==> config.mk <==
export PLATFORM = sky130hd
export DESIGN_NAME = pattern_serializer
export DESIGN_NICKNAME = d
export VERILOG_FILES = /design/src/rtl/pattern_serializer.sv
export SDC_FILE = /design/constraint.sdc
export NUM_CORES = 1
export LEC_CHECK = 0
export CAP_MARGIN = 5
export CORE_MARGIN = 5
export CORE_UTILIZATION = 46
export DETAILED_ROUTE_END_ITERATION = 12
export PLACE_DENSITY = 0.73
export SYNTH_ARGS = -nofsm -noshare
export SYNTH_HDL_FRONTEND = slang
export SYNTH_SLANG_ARGS = --single-unit
==> constraint.sdc <==
create_clock -name clk -period 1.6 [get_ports clk]
set_clock_uncertainty 0.15 [all_clocks]
set_input_delay 0.24 -clock clk [delete_from_list [all_inputs] [get_ports clk]]
set_output_delay 0.24 -clock clk [all_outputs]
set_load 0.01 [all_outputs]
==> src/rtl/pattern_serializer.sv <==
// rtl/pattern_serializer.sv - debounced pushbutton loads switches and shifts them out MSB-first on x
module pattern_serializer #(
    parameter int WIDTH           = 10,
    parameter int DEBOUNCE_CYCLES = 16
) (
    input  logic             clk,
    input  logic             rst,
    input  logic             key_n,
    input  logic [WIDTH-1:0] sw,
    output logic             x,
    output logic             busy,
    output logic             done,
    output logic             key_level
);

    localparam int DW = $clog2(DEBOUNCE_CYCLES);
    localparam int CW = $clog2(WIDTH);
    localparam logic [DW-1:0] DB_LAST  = DW'(DEBOUNCE_CYCLES - 1);
    localparam logic [CW-1:0] CNT_LAST = CW'(WIDTH - 1);

    typedef enum logic {
        IDLE,
        SHIFT
    } state_t;

    logic             sync1;
    logic             sync2;
    logic [DW-1:0]    db_cnt;
    logic             differ;
    logic             db_flip;
    logic             press;
    state_t           state;
    logic [WIDTH-1:0] shreg;
    logic [CW-1:0]    cnt;

    // The synchronized sample disagrees with the debounced level; enough of
    // those in a row flips the level, and a 0->1 flip is a press event.
    assign differ  = (~sync2) != key_level;
    assign db_flip = differ && (db_cnt == DB_LAST);
    assign press   = db_flip && !key_level;

    // x is the MSB of the shift register, which is zero whenever idle.
    assign x = shreg[WIDTH-1];

    // Two-flop synchronizer for the asynchronous, active-low pushbutton.
    always_ff @(posedge clk) begin
        if (rst) begin
            sync1 <= 1'b1;
            sync2 <= 1'b1;
        end else begin
            sync1 <= key_n;
            sync2 <= sync1;
        end
    end

    // Count consecutive disagreeing samples; any agreeing sample restarts it.
    always_ff @(posedge clk) begin
        if (rst) begin
            db_cnt    <= '0;
            key_level <= 1'b0;
        end else if (!differ) begin
            db_cnt <= '0;
        end else if (db_flip) begin
            db_cnt    <= '0;
            key_level <= ~key_level;
        end else begin
            db_cnt <= db_cnt + DW'(1);
        end
    end

    // Load on a press while idle, then shift one bit per clock and pulse done.
    always_ff @(posedge clk) begin
        if (rst) begin
            state <= IDLE;
            shreg <= '0;
            cnt   <= '0;
            busy  <= 1'b0;
            done  <= 1'b0;
        end else begin
            done <= 1'b0;
            case (state)
                IDLE: begin
                    if (press) begin
                        shreg <= sw;
                        cnt   <= CNT_LAST;
                        busy  <= 1'b1;
                        state <= SHIFT;
                    end
                end
                SHIFT: begin
                    if (cnt == '0) begin
                        shreg <= '0;
                        busy  <= 1'b0;
                        done  <= 1'b1;
                        state <= IDLE;
                    end else begin
                        shreg <= {shreg[WIDTH-2:0], 1'b0};
                        cnt   <= cnt - CW'(1);
                    end
                end
                default: state <= IDLE;
            endcase
        end
    end

endmodule

==> Yosys cells after proc, flatten, opt, wreduce, memory -nomap -nowiden <==
Cells that the tools add are included.
{ "op_classes": {"muxes": 13, "n_bitwise": 4, "eq_ne": 5, "n_addsub": 2, "n_reduce_logical": 9} }
{ "op_table": {"columns": ["operator", "n"], "rows": [
  ["10-bit 2-to-1 mux", 2],
  ["10-bit one-hot mux with 2 select lines", 1],
  ["4-bit 2-to-1 mux", 2],
  ["4-bit one-hot mux with 2 select lines", 1],
  ["2-bit AND reduction", 3],
  ["1-bit 2-to-1 mux", 5],
  ["4-bit by 1-bit adder with 4-bit output, second input constant", 1],
  ["4-bit equality test, second input constant", 1],
  ["4-bit zero test", 1],
  ["2-bit inequality test, second input constant", 2],
  ["1-bit NOT", 4],
  ["1-bit one-hot mux with 2 select lines", 2],
  ["4-bit by 1-bit subtractor with 4-bit output, second input constant", 1],
  ["3-bit OR reduction", 1],
  ["1-bit logical AND", 2],
  ["2-bit by 1-bit inequality test with 1-bit output, second input constant", 1],
  ["2-bit OR reduction", 1],
  ["1-bit zero test", 1],
  ["1-bit inequality test", 1]
]} }
{ "totals": {"regBits": 24, "elab_cells": 42} }

==> Depth between registers and ports, before layout <==
{ "logic_depth": {"ltp_word": 6, "mapped_depth": 6} }

==> Least setup slack after synthesis <==
OpenSTA, ideal clock, no wires.
{ "synth_path": {"kind": "register -> register", "from": "register cnt[0]", "to": "register shreg[6]", "stages_incl_launch_ff": 7, "setup_time_ns": 0.140, "t_required_ns": 1.310, "n_path_buf": 1, "setup_slack_ns": -0.030, "arrival_time_ns": 1.341, "path_cell_list": "dfxtp_1 -> inv_1 -> ha_1 -> or3b_1 -> buf_6 -> a31oi_1 -> a221oi_1"} }
{ "synth_between": {"elab_chain_cells": 3} }
{ "synth_lines": {"columns": ["item", "line", "rtl"], "rows": [
  ["from (decl)", "34", "logic [CW-1:0] cnt;"],
  ["from (signal assigned)", "98", "cnt <= cnt - CW'(1);"],
  ["4-bit zero test", "91", "if (cnt == '0) begin"],
  ["10-bit 2-to-1 mux", "91", null],
  ["10-bit one-hot mux with 2 select lines", "81", "case (state)"],
  ["to (signal assigned)", "84", "shreg <= sw;"],
  ["to (signal assigned)", "97", "shreg <= {shreg[WIDTH-2:0], 1'b0};"],
  ["to (decl)", "33", "logic [WIDTH-1:0] shreg;"]
]} }
No other way between the ends.
A chain may end at the register's enable or synchronous reset.

==> Worst setup path in the final report <==
{ "layout_path": {"from": "register cnt[0]", "to": "register shreg[1]"} }
The elaborated chain is that of the path after synthesis.

==> impl_metrics.json <==
{
  "status": "finished, final reports clean",
  "crit_path_end_kind": "flop",
  "synth_area_mm2": 0.00110,
  "setup_ws_ns": 0.0458,
  "drt_first_pass_iters": 4,
  "min_path_type": "flop to flop",
  "cts.htree.levels": 1,
  "synth-edff-count": 0,
  "synth_commonest_cells": "24 x dfxtp_1, 18 x nor2_1, 9 x a221oi_1, 9 x a31oi_1, 8 x nor2b_1",
  "grt_pass1_vias": 937,
  "synth_top_family_by_area": "compound AO/OA/AOI/OAI gates",
  "area_growth_pct": 33.4,
  "track_usage_pct": 15.2,
  "wl_per_cell_um": 13.7,
  "portBuffers": 16,
  "wl_mm": 2.36,
  "cts_sinks": 24,
  "synth-compound-area-share_pct": 22.8,
  "final.min_clock_period_ns": 1.55,
  "fp.dieW_um": 59.0,
  "syn_nets": 137,
  "clkTransAtPathRegs_ns": 0.12,
  "cts-root-buf": "clkbuf_4",
  "place_inst": 166,
  "ys_types": 36,
  "fin_crit_sh_pct": 97.1,
  "cts_buffers": 3,
  "core_area_mm2": 0.00225,
  "yosys.area_share.simple_pct": 20.9,
  "chipHeight_um": 59.0,
  "cp_data_required_time_ns": 1.65,
  "async_flop_share_pct": 0,
  "synth.area.top_cells": "dfxtp_1 44%, a221oi_1 7.2%, nor2_1 6.1%",
  "cp-start-kind": "flop",
  "vias": 943,
  "crit_arrival_ns": 1.61,
  "drtAntennaViolNets": 0,
  "yosysMostFrequentCell": "dfxtp_1",
  "final_nets": 162,
  "hold_violations": 0,
  "powerDensity_mw_per_mm2": 635,
  "place_hpwl_mm": 1.64,
  "synthAdderAreaFrac_pct": 3.41,
  "crit_path_max_fanout": 6,
  "synth-seq-cells": 24,
  "synthMuxAreaShare_pct": 0.908,
  "rows": 17,
  "p_total_mw": 0.933,
  "yosys.area.top_type_share_pct": 43.6,
  "ir_drop_uv": 628,
  "synthFlopType": "dfxtp_1",
  "drt-initial-drc-count": 22,
  "rsz0062_at_grt": "yes",
  "syn_avg_cell_area_um2": 9.11,
  "max_stage_delay_ns": 0.44,
  "grt_antenna_before_repair": 0,
  "synth_warnings": 0,
  "via_per_inst": 5.48,
  "clk_latency_ns": 0.30,
  "ioPinCount": 17,
  "timing.max_cap.violations": 0,
  "worst_slew_pin_slew_ns": 0.291,
  "power_leakage_nw": 0.557,
  "grt_max_degree": 18,
  "initial_core_util_pct": 48.9,
  "critPathKind": "flop to flop",
  "setup_viol": 0,
  "synth_xor_area_share_pct": 1.59,
  "drc": 0,
  "fmax_ghz": 0.643,
  "crit_chain": "inv_2 > ha_4 > or3b_4 > a31oi_2 > a221oi_2",
  "synth_area_leader_cell": "dfxtp_1",
  "slew_headroom_pct": 80.5,
  "gp_congestion": 0.820,
  "crit_slowest_cell": "or3b_4",
  "gr-total-overflow": 0,
  "slew_violations": 0,
  "dieArea_mm2": 0.00348,
  "antenna_cells": 0,
  "synth_seq_area_share_pct": 43.6,
  "cts_tree": "built",
  "drive_gt1_share_pct": 24.3,
  "instances_no_fill": 172,
  "pre_cts_slack_ns": -0.0298,
  "grt_pass1_wl_mm": 4.08,
  "ctsHoldBuffers": 0,
  "synthCells": 121,
  "fin_setup_tns_ns": 0,
  "cts_buffer_depth": 2
}
## worst max-delay path: cells and delay by family, from the launching register on
family	cells	cell delay, ns
AO/OA/AOI/OAI	2	0.30
AND/OR/NAND/NOR	1	0.44
flip-flops	1	0.35
buffers and inverters	1	0.07
adder cells (fa/ha/maj)	1	0.14
## logic make-up (layout without fill, tap and decap cells)
| family | Yosys count | in the layout |
|---|---|---|
| AO/OA/AOI/OAI | 33 | 33 |
| XOR/XNOR | 2 | 2 |
| adder cells (fa/ha/maj) | 3 | 3 |
| buffers and inverters | 14 | 36 |
| flip-flops | 24 | 24 |
| multiplexers | 1 | 1 |
| AND/OR/NAND/NOR | 44 | 45 |
## flip-flops by register name (all words and copies together) (netlist names)
name	cells
shreg	10
cnt	4
db_cnt	4
busy	1
done	1
key_level	1
state	1
sync1	1
sync2	1
## per-layer routing
metal / up-vias / part of all wire [%] / GRT usage, %
met2: 14 / 47 / 24.9
li1: 491 / - / -
met3: 4 / 3.0 / 3.07
met5: - / 0 / 0
met4: 0 / 1.6 / 5.83
met1: 434 / 48 / 19.4
## cell type report
| type | instances | area (um^2) |
|---|---|---|
| sequential | 24 | 484 |
| timing repair buffer | 28 | 267 |
| fill | 199 | 785 |
| clock buffer | 3 | 22.5 |
| inverter | 5 | 18.8 |
| tap | 28 | 35.0 |
| multi-input combinational | 84 | 643 |
## what timing repair did
| item | 4_1_cts | 5_1_grt |
|---|---|---|
| setup endpoints to repair | 9 | 16 |
| pin swaps | 0 | 3 |
| setup buffers | 0 | 2 |
| hold endpoints to repair | 0 | 0 |
| resized for setup | 8 | 12 |
| gates cloned | 1 | 0 |
## power breakdown
group          leakage, nW  switching, mW  internal [mW]  total (mW)
logic                0.348         0.0270         0.0466      0.0736
clock network       0.0138          0.170         0.0879       0.257
registers            0.195        0.00184          0.600       0.602
total                0.557          0.198          0.735       0.933
## path summary, 6_finish.rpt
check	start	to	slack [ns]	cells past startpoint
worst min register to register	sync1$_SDFF_PP1_	sync2$_SDFF_PP1_	0.28	1
worst max-delay path	cnt[0]$_SDFFE_PP0P_	shreg[1]$_SDFFE_PP0P_	0.05	5
worst max register to register	cnt[0]$_SDFFE_PP0P_	shreg[1]$_SDFFE_PP0P_	0.05	5
worst min-delay path	sync1$_SDFF_PP1_	sync2$_SDFF_PP1_	0.28	1
## placed cells by master, fill, tap and decap left out, drive strengths merged, types with 2 or more instances in the layout
master	netlist	routed
or3b	1	2
ha	3	3
a211o	2	2
or2	3	3
o21ai	3	3
buf	6	12
dlymetal6s2s	0	2
nand3	4	4
a31oi	9	9
dfxtp	24	24
nand2	3	3
inv	5	5
clkdlybuf4s50	0	13
o311ai	2	2
a221oi	9	9
a211oi	4	4
clkbuf	3	3
nor2	18	18
nor2b	8	8
## per-stage QoR
step	instance area, um^2	hold slack (ns)	util, %
after floorplan	1110	0.187	-
after global routing	1470	0.328	65.2
after CTS	1400	0.285	61.9
after global placement	1330	0.247	59.2
final	1470	0.281	65.2
after detailed placement	1330	0.242	59.2
No activity file was read; power rests on OpenSTA's default activity.
